$ cat src/rtl/player_move_ctrl.sv
// player_move_ctrl: PS/2 scan-code driven movement controller for up to two
// players. Decodes make/break/extended byte sequences into per-player held-key
// sets, runs a movement FSM per player, steps saturating X/Y positions on a
// programmable tick and latches game-over on bullet hits.
module player_move_ctrl #(
  parameter int NUM_PLAYERS = 2,
  parameter int POS_W       = 8,
  parameter int X_MAX       = 159,
  parameter int Y_MAX       = 119,
  parameter int STEP_DIV    = 500000,
  parameter int X_START0    = 8,
  parameter int Y_START0    = 60,
  parameter int X_START1    = 151,
  parameter int Y_START1    = 60
) (
  input  logic                         clk,
  input  logic                         resetn,
  input  logic [7:0]                   ps2_data,
  input  logic                         ps2_valid,
  input  logic                         restart,
  input  logic [NUM_PLAYERS-1:0]       bullet_hit,
  output logic [4*NUM_PLAYERS-1:0]     currentState,
  output logic [NUM_PLAYERS-1:0]       northEnable,
  output logic [NUM_PLAYERS-1:0]       eastEnable,
  output logic [NUM_PLAYERS-1:0]       southEnable,
  output logic [NUM_PLAYERS-1:0]       westEnable,
  output logic [POS_W*NUM_PLAYERS-1:0] pos_x,
  output logic [POS_W*NUM_PLAYERS-1:0] pos_y,
  output logic                         step_tick
);

  typedef enum logic [3:0] {
    IDLE         = 4'h0,
    MOVING_NORTH = 4'h1,
    MOVING_EAST  = 4'h2,
    MOVING_SOUTH = 4'h3,
    MOVING_WEST  = 4'h4,
    GAME_OVER    = 4'hF
  } state_t;

  localparam int CW = (STEP_DIV > 1) ? $clog2(STEP_DIV) : 1;
  localparam logic [CW-1:0] DIV_LAST = CW'(STEP_DIV - 1);
  localparam logic [POS_W-1:0] X_LIM = POS_W'(X_MAX);
  localparam logic [POS_W-1:0] Y_LIM = POS_W'(Y_MAX);

  // Direction index 0..3 = N, E, S, W.
  function automatic state_t dir_state(input logic [1:0] d);
    case (d)
      2'd0:    return MOVING_NORTH;
      2'd1:    return MOVING_EAST;
      2'd2:    return MOVING_SOUTH;
      default: return MOVING_WEST;
    endcase
  endfunction

  // Highest-priority held direction, N > E > S > W.
  function automatic state_t resolve(input logic [3:0] h);
    if (h[0])      return MOVING_NORTH;
    else if (h[1]) return MOVING_EAST;
    else if (h[2]) return MOVING_SOUTH;
    else if (h[3]) return MOVING_WEST;
    else           return IDLE;
  endfunction

  logic [CW-1:0] cnt;
  logic          ext, brk;
  logic          is_key, map0, map1;
  logic [1:0]    dir0, dir1;
  logic [1:0]    key_hit;
  logic [1:0]    key_dir [2];

  // Step divider, realigned by restart.
  always_ff @(posedge clk or negedge resetn) begin
    if (!resetn)              cnt <= '0;
    else if (restart)         cnt <= '0;
    else if (cnt == DIV_LAST) cnt <= '0;
    else                      cnt <= cnt + 1'b1;
  end

  assign step_tick = (cnt == DIV_LAST) && !restart;

  // Prefix flags accumulate until a key byte, which clears both.
  always_ff @(posedge clk or negedge resetn) begin
    if (!resetn) begin
      ext <= 1'b0;
      brk <= 1'b0;
    end else if (restart) begin
      ext <= 1'b0;
      brk <= 1'b0;
    end else if (ps2_valid) begin
      case (ps2_data)
        8'hE0:   ext <= 1'b1;
        8'hF0:   brk <= 1'b1;
        default: begin
          ext <= 1'b0;
          brk <= 1'b0;
        end
      endcase
    end
  end

  // Keymap lookup for both players.
  always_comb begin
    is_key = ps2_valid && (ps2_data != 8'hE0) && (ps2_data != 8'hF0);
    map0 = 1'b0;
    dir0 = 2'd0;
    map1 = 1'b0;
    dir1 = 2'd0;
    case (ps2_data)
      8'h1D:   begin map0 = 1'b1; dir0 = 2'd0; end
      8'h23:   begin map0 = 1'b1; dir0 = 2'd1; end
      8'h1B:   begin map0 = 1'b1; dir0 = 2'd2; end
      8'h1C:   begin map0 = 1'b1; dir0 = 2'd3; end
      default: ;
    endcase
    case (ps2_data)
      8'h75:   begin map1 = 1'b1; dir1 = 2'd0; end
      8'h74:   begin map1 = 1'b1; dir1 = 2'd1; end
      8'h72:   begin map1 = 1'b1; dir1 = 2'd2; end
      8'h6B:   begin map1 = 1'b1; dir1 = 2'd3; end
      default: ;
    endcase
  end

  assign key_hit[0] = is_key && !ext && map0;
  assign key_hit[1] = is_key && ext && map1 && (NUM_PLAYERS == 2);
  assign key_dir[0] = dir0;
  assign key_dir[1] = dir1;

  for (genvar p = 0; p < NUM_PLAYERS; p++) begin : g_player
    localparam logic [POS_W-1:0] XS = POS_W'((p == 0) ? X_START0 : X_START1);
    localparam logic [POS_W-1:0] YS = POS_W'((p == 0) ? Y_START0 : Y_START1);

    state_t           st;
    state_t           key_st;
    logic [3:0]       held, held_nx;
    logic [POS_W-1:0] x, y;

    assign key_st = dir_state(key_dir[p]);

    // Held set as it will be after this cycle's key byte.
    always_comb begin
      held_nx = held;
      if (key_hit[p]) held_nx[key_dir[p]] = !brk;
    end

    // Movement FSM and position; moves use the pre-update state.
    always_ff @(posedge clk or negedge resetn) begin
      if (!resetn) begin
        st   <= IDLE;
        held <= '0;
        x    <= XS;
        y    <= YS;
      end else if (restart) begin
        st   <= IDLE;
        held <= '0;
        x    <= XS;
        y    <= YS;
      end else begin
        if (step_tick) begin
          case (st)
            MOVING_NORTH: if (y != '0)   y <= y - 1'b1;
            MOVING_SOUTH: if (y < Y_LIM) y <= y + 1'b1;
            MOVING_EAST:  if (x < X_LIM) x <= x + 1'b1;
            MOVING_WEST:  if (x != '0)   x <= x - 1'b1;
            default: ;
          endcase
        end
        if (st != GAME_OVER) begin
          held <= held_nx;
          if (bullet_hit[p]) begin
            st <= GAME_OVER;
          end else if (key_hit[p]) begin
            if (!brk)              st <= key_st;
            else if (st == key_st) st <= resolve(held_nx);
          end
        end
      end
    end

    assign currentState[4*p +: 4]   = st;
    assign northEnable[p]           = (st == MOVING_NORTH);
    assign eastEnable[p]            = (st == MOVING_EAST);
    assign southEnable[p]           = (st == MOVING_SOUTH);
    assign westEnable[p]            = (st == MOVING_WEST);
    assign pos_x[POS_W*p +: POS_W]  = x;
    assign pos_y[POS_W*p +: POS_W]  = y;
  end

endmodule

$ cat config.mk
export PLATFORM = sky130hd
export DESIGN_NAME = player_move_ctrl
export DESIGN_NICKNAME = d
export VERILOG_FILES = /design/src/rtl/player_move_ctrl.sv
export SDC_FILE = /design/constraint.sdc
export NUM_CORES = 1
export LEC_CHECK = 0
export CAP_MARGIN = 30
export CORE_ASPECT_RATIO = 0.9
export CORE_MARGIN = 3
export CORE_UTILIZATION = 57
export DETAILED_ROUTE_END_ITERATION = 6
export PLACE_DENSITY = 0.91
export SLEW_MARGIN = 20
export SYNTH_ARGS = -nofsm -noshare
export SYNTH_HDL_FRONTEND = slang
export SYNTH_SLANG_ARGS = --single-unit
$ cat constraint.sdc
create_clock -name clk -period 3.45 [get_ports clk]
set_input_delay 0.5175 -clock clk [delete_from_list [all_inputs] [get_ports clk]]
set_output_delay 0.5175 -clock clk [all_outputs]
set_load 0.01 [all_outputs]
==> flow_summary_export.csv, run 1 <==
group,metric,value,unit
synth,yosys.area_share.simple,23.5,%
synth,synth_xor_xnor_area_share,5.96,%
finish,nFillCells,656,
die,die-area,10200,sq um
power,ir_drop,0.178,mV
grt,antenna_found_initial,0,
synth,synth_fa_ha_area_share,9.10,%
setup_path,r2r-start,"g_player[1].st[3]$_DFFE_PN0P_",
setup_path,r2r_cells,9,
synth,syn-instance-count,591,
placed_design,placed_area,5990,sq um
setup_path,endpoint,"g_player[1].y[7]$_DFFE_PN0P_",
synth,synth_top_family_by_area,"simple AND/OR/NAND/NOR gates",
finish,diodes,0,
status,status,"complete, no violations",
synth,synth-async-reset-ratio,100,%
sta,fin_worst_skew,0.0133,ns
sta,hold_ws,0.198,ns
detailed_routing,routed_wl,14.2,mm
synth,synth_edf_count,0,
clock_network,numCtsBuffers,9,
setup_path,critPathKind,"reg -> reg",
sta,hold_viol,0,
clock_network,worstSkewPairLatency,0.36,ns
finish,post-route-cell-area,6220,sq um
setup_path,worstSetupStartpointType,"flop",
power,sequentialPowerShare,45.8,%
clock_network,ctsLongestPathBuffers,2,
die,std_cell_rows,32,
finish,regArea,1740,sq um
die,dieHeight,96.1,um
clock_network,cts_tree,"yes",
sta,fin_crit,3.24,ns
synth,syn-num-nets,640,
sta,fmax,0.309,GHz
setup_path,r2r-end,"g_player[1].y[7]$_DFFE_PN0P_",
synth,syn_area,5140,sq um
synth,synth.area.mux_share,1.85,%
setup_path,startpoint,"g_player[1].st[3]$_DFFE_PN0P_",
power,p_clk_share,40.5,%
power,p_leak,2.58,nW
sta,worst_slack,0.213,ns
power,intPower,0.00133,W
finish,syn_to_final_growth,20.8,%
synth,synth_compound_area_share,21.2,%
die,pin_count,63,
power,comb_power_share,13.6,%
detailed_routing,vias_per_cell,6.34,
power,powerDensity,295,nW/um^2
synth,ys_warn_count,0,
detailed_routing,dr.pass1.iters,5,
finish,drive_above_1_share,10.8,%
die,die_w,106,um
sta,tightest_slew,0.761,ns
setup_path,cp_max_fo,9,
sta,setup_viol,0,
placed_design,port_buffers,62,
detailed_routing,dr_total_vias,5025,
synth,synth_cell_types,72,
detailed_routing,wire_per_inst,17.9,um
synth,synth.top_cell.area_share,26.8,%
synth,synth_seq_cells,69,
finish,multi_input_area,3170,sq um
job,cap_violations,0,
grt,overflow,0,
grt,grt_pass1_wl,23.0,mm
grt,grt_pass1_vias,4850,
sta,rsz0062_at_grt,"false",
setup_path,worstPathArrival,3.53,ns
sta,max-slew-margin-rel,48.9,%
clock_network,clock_sinks,69,
grt,grt_max_degree,31,
placed_design,placed_cells,776,
hold_path,hold_path.class,"in -> async",
placed_design,dp_hpwl,10.3,mm
synth,synth-seq-area-share,33.9,%
clock_network,root_buffer,"clkbuf_8",
power,p_sw,0.000499,W
die,core_area,8690,sq um
power,p_sw_share,27.2,%
clock_network,h-tree-depth,3,
sta,final_max_slew_viol_count,0,
synth,synthTopCellsByArea,"dfrtp_1 27%, ha_1 7.5%, dfstp_2 7.1%",
placed_design,place.gp.congestion,0.908,
grt,grt.total_usage,27.8,%
die,initial_core_util,59.2,%
setup_path,end_kind,"flop",
finish,nets,717,
synth,yosysTopAreaCell,"dfrtp_1",
placed_design,dp_worst_setup_slack,-0.148,ns
detailed_routing,drcViolationCount,0,
detailed_routing,dr.first_iter.drc_count,358,
synth,synth_ff_type,"dfrtp_1",
setup_path,cp.required,3.74,ns
synth,synth.most_common_cell,"nor2_1",
setup_path,reg2reg_slack,0.21,ns
synth,synth_commonest_cells,"71 x nor2_1, 55 x dfrtp_1, 44 x o21ai_0",
clock_network,clk_pin_slew,0.08,ns
synth,avgSynthCellArea,8.71,sq um
detailed_routing,ant_nets,0,
finish,stdcell_count,792,
sta,finalCritPeriodShare,93.8,%
-- final cells by class --
cell class	instances	share of cell area [%]
well taps	119	2.39
flip-flops and latches	69	28.1
multi-input cells	463	51.0
clock inverters	7	1.57
clock buffers	9	1.99
repair buffers	83	12.4
inverters	42	2.54
-- state kept, by name, summed over array words and instances, names as in the netlist --
| name | count |
|---|---|
| g_player.x | 16 |
| g_player.st | 8 |
| g_player.y | 16 |
| ext | 1 |
| cnt | 19 |
| brk | 1 |
| g_player.held | 8 |
-- placed cells by master, fill, tap and decap left out, types with 14 or more instances in the layout --
| cell | count |
|---|---|
| nand2_1 | 36 |
| nand3_1 | 21 |
| inv_1 | 42 |
| xor2_1 | 15 |
| clkdlybuf4s50_1 | 61 |
| dfstp_2 | 14 |
| o21ai_0 | 44 |
| nor2_1 | 71 |
| xnor2_1 | 20 |
| ha_1 | 31 |
| a21oi_1 | 25 |
| dfrtp_1 | 55 |
| buf_4 | 21 |
-- routing by layer --
metal / share of wire (%) / global-route usage (%) / wire length [um]
met1: 40 / 33.8 / 5730
met2: 51 / 49.6 / 7210
met3: 6.7 / 5.57 / 953
met4: 1.9 / 9.92 / 268
met5: 0 / 0 / 0
-- power by group through the flow --
stage / Clock, W / Sequential, W / Combinational [W]
2_1_floorplan: 0 / 0.000849 / 0.000139
3_5_place_dp: 0 / 0.000854 / 0.000245
6_report: 0.000743 / 0.000840 / 0.000249
4_1_cts: 0.000748 / 0.000840 / 0.000247
3_3_place_gp: 0 / 0.000853 / 0.000231
5_1_grt: 0.000781 / 0.000842 / 0.000272
-- cell families after synthesis --
logic type	count (synthesis)
flops	69
buf+inv	59
mux	9
compound gates	157
simple gates	227
fa+ha+maj	35
xor+xnor	35
-- what timing repair did --
item / in CTS / in global routing
buffers inserted: 0 / 0
endpoints found under the setup margin: 0 / 2
hold buffers: 0 / 0
resized for setup: 0 / 1
-- worst max-delay path: stages, from the launching register on --
cell and delay (ns):
dfrtp_1 0.48, nor2_1 0.13, nand3_1 0.37, ha_1 0.49, o21ai_0 0.25, inv_1 0.10, a2111oi_0 0.69, or2_2 0.25
mux2_2 0.33, nand3_1 0.08
-- worst min-delay path by stage --
stage	endpoint	slack, ns
5_1_grt	g_player[1].x[6]$_DFFE_PN0P_	0.23
6_report	g_player[1].x[6]$_DFFE_PN0P_	0.20
3_3_place_gp	cnt[0]$_DFF_PN0_	0.46
4_1_cts	g_player[1].x[6]$_DFFE_PN0P_	0.21
2_1_floorplan	brk$_DFFE_PN0P_	0.22
3_5_place_dp	g_player[0].held[3]$_DFFE_PN0P_	0.47
-- metrics by stage --
stage               power, W  setup TNS, ns  util (%)
CTS                  0.00183              0      71.5
floorplan           0.000988              0         -
global placement     0.00108              0      68.9
global route         0.00189              0      71.6
finish               0.00183              0      71.6
detailed placement   0.00110         -0.371      68.9
No activity file was read; power rests on OpenSTA's default activity.
==> run 2, diff against run 1 <==
--- a/config.mk
+++ b/config.mk
@@ -6,11 +6,12 @@
 export NUM_CORES = 1
 export LEC_CHECK = 0
 export CAP_MARGIN = 30
-export CORE_ASPECT_RATIO = 0.9
+export CORE_ASPECT_RATIO = 1.25
 export CORE_MARGIN = 3
 export CORE_UTILIZATION = 57
 export DETAILED_ROUTE_END_ITERATION = 6
 export PLACE_DENSITY = 0.91
+export RECOVER_POWER = 25
 export SLEW_MARGIN = 20
 export SYNTH_ARGS = -nofsm -noshare
 export SYNTH_HDL_FRONTEND = slang
==> flow_summary_export.csv, run 2 (same netlist as run 1, synthesis figures left out) <==
group,metric,value,unit
status,status,"complete, no violations",
die,dieHeight,112,um
detailed_routing,routed_wl,13.8,mm
detailed_routing,dr.first_iter.drc_count,329,
finish,drive_above_1_share,10.1,%
clock_network,h-tree-depth,3,
placed_design,port_buffers,62,
finish,final_common_cell,"nor2_1",
setup_path,crit_family,"simple AND/OR/NAND/NOR gates",
power,power,0.00175,W
sta,hold_ws,0.500,ns
finish,nFillCells,659,
setup_path,slowest_delay,0.53,ns
detailed_routing,vias_per_cell,6.28,
sta,tightest_slew,1.25,ns
setup_path,end_kind,"flop",
finish,syn_to_final_growth,20.3,%
power,p_sw,0.000469,W
power,ir_drop,0.220,mV
grt,grt_pass1_wl,23.0,mm
detailed_routing,drcViolationCount,0,
die,die-area,10200,sq um
grt,antenna_found_initial,0,
clock_network,ctsLongestPathBuffers,2,
finish,top_regs,"cnt x19, g_player.x x16, g_player.y x16",
sta,finalCritPeriodShare,93.5,%
setup_path,cp_max_fo,6,
clock_network,cts_tree,"yes",
setup_path,slowest_stage,"clkdlybuf4s50_1",
die,pin_count,63,
die,initial_core_util,58.8,%
clock_network,numCtsBuffers,9,
finish,nets,718,
sta,final_max_slew_viol_count,0,
setup_path,cp_cell_sequence,"clkdlybuf4s50_1, or3b_1, o32ai_1, nand2_1, inv_1, ha_1, xor2_1, nor4_1, or3_1, o22a_1, o21ai_0, a21oi_1",
sta,fin_crit,3.23,ns
sta,setup_viol,0,
power,p_leak,2.57,nW
placed_design,dp_hpwl,10.0,mm
sta,worst_slack,0.223,ns
finish,fin_util,70.7,%
placed_design,placed_cells,777,
die,core_area,8750,sq um
clock_network,clk_pin_slew,0.08,ns
setup_path,critPathKind,"in -> reg",
clock_network,clock_sinks,69,
grt,grt_pass1_vias,4976,
setup_path,worstPathArrival,3.43,ns
placed_design,place.gp.congestion,0.951,
clock_network,worstSkewPairLatency,0.34,ns
setup_path,worstSetupStartpointType,"primary input",
sta,fmax,0.310,GHz
setup_path,cp.required,3.65,ns
power,powerDensity,282,nW/um^2
clock_network,root_buffer,"clkbuf_8",
hold_path,hold_path.class,"reg -> reg",
sta,fin_worst_skew,0.00942,ns
die,die_w,91.0,um
sta,hold_viol,0,
sta,max-slew-margin-rel,16.9,%
finish,top_register,"cnt",
power,sequentialPowerShare,47.9,%
setup_path,critPathBufInv,2,
power,intPower,0.00128,W
power,comb_power_share,14.6,%
detailed_routing,ant_nets,0,
detailed_routing,dr.pass1.iters,5,
grt,overflow,0,
finish,layout_common_cells,"71 x nor2_1, 61 x clkdlybuf4s50_1, 55 x dfrtp_1",
finish,diodes,0,
finish,largest_register_ffs,19,
power,p_clk_share,37.5,%
finish,stdcell_count,794,
placed_design,dp_worst_setup_slack,-0.0964,ns
hold_path,min_delay_path_depth,1,
grt,grt.total_usage,27.1,%
job,cap_violations,0,
power,p_sw_share,26.9,%
die,std_cell_rows,38,
sta,rsz0062_at_grt,"false",
setup_path,crit_cells,12,
grt,grt_max_degree,44,
detailed_routing,dr_total_vias,4984,
setup_path,r2r_cells,10,
detailed_routing,wire_per_inst,17.4,um
[run 2: path summary, 6_finish.rpt]
kind	start	to	slack, ns
worst max-delay path	ps2_data[5]	g_player[0].st[2]$_DFFE_PN0P_	0.22
worst min-delay path	cnt[0]$_DFF_PN0_	cnt[0]$_DFF_PN0_	0.50
worst max register to register	g_player[1].st[0]$_DFFE_PN0P_	g_player[1].x[7]$_DFFE_PN1P_	0.34
worst min register to register	cnt[0]$_DFF_PN0_	cnt[0]$_DFF_PN0_	0.50
max in group asynchronous	resetn	g_player[0].st[2]$_DFFE_PN0P_	1.50
min in group asynchronous	resetn	g_player[1].st[0]$_DFFE_PN0P_	0.55
[run 2: final cells by class]
class                           instances  area, sq um  share of cell area (%)
Clock inverter                          4         47.5                   0.768
Timing Repair Buffer                   84          772                    12.5
Sequential cell                        69         1740                    28.2
Tap cell                              120          150                    2.43
Inverter                               42          158                    2.55
Multi-Input combinational cell        463         3170                    51.3
Clock buffer                           12          145                    2.35
[run 2: repair_timing]
action,CTS,global route
hold endpoints to repair,4,0
hold buffers,1,0
buffers inserted,0,0
resized for setup,0,1
setup endpoints to repair,0,2
[run 2: per-layer routing]
| layer | wire (um) | up-vias | GRT usage (%) | share of wire, % |
|---|---|---|---|---|
| met1 | 5540 | 2388 | 33.1 | 40 |
| met4 | 354 | 0 | 9.36 | 2.6 |
| met2 | 7100 | 231 | 48.2 | 51 |
| met5 | 0 | - | 0 | 0 |
| met3 | 839 | 43 | 4.49 | 6.1 |
| li1 | - | 2322 | - | - |
[run 2: metrics by stage]
step / area [sq um] / setup TNS (ns)
6_report: 6190 / 0
4_1_cts: 6190 / 0
5_1_grt: 6190 / 0
3_3_place_gp: 5990 / 0
3_5_place_dp: 5990 / -0.299
2_1_floorplan: 5140 / 0
[run 2: power by group through the flow]
stage	Sequential (W)	Clock [W]	Combinational [W]
after floorplan	0.000849	0	0.000139
after global placement	0.000850	0	0.000237
after detailed placement	0.000852	0	0.000250
after CTS	0.000837	0.000657	0.000254
after global routing	0.000839	0.000693	0.000278
final	0.000838	0.000655	0.000255
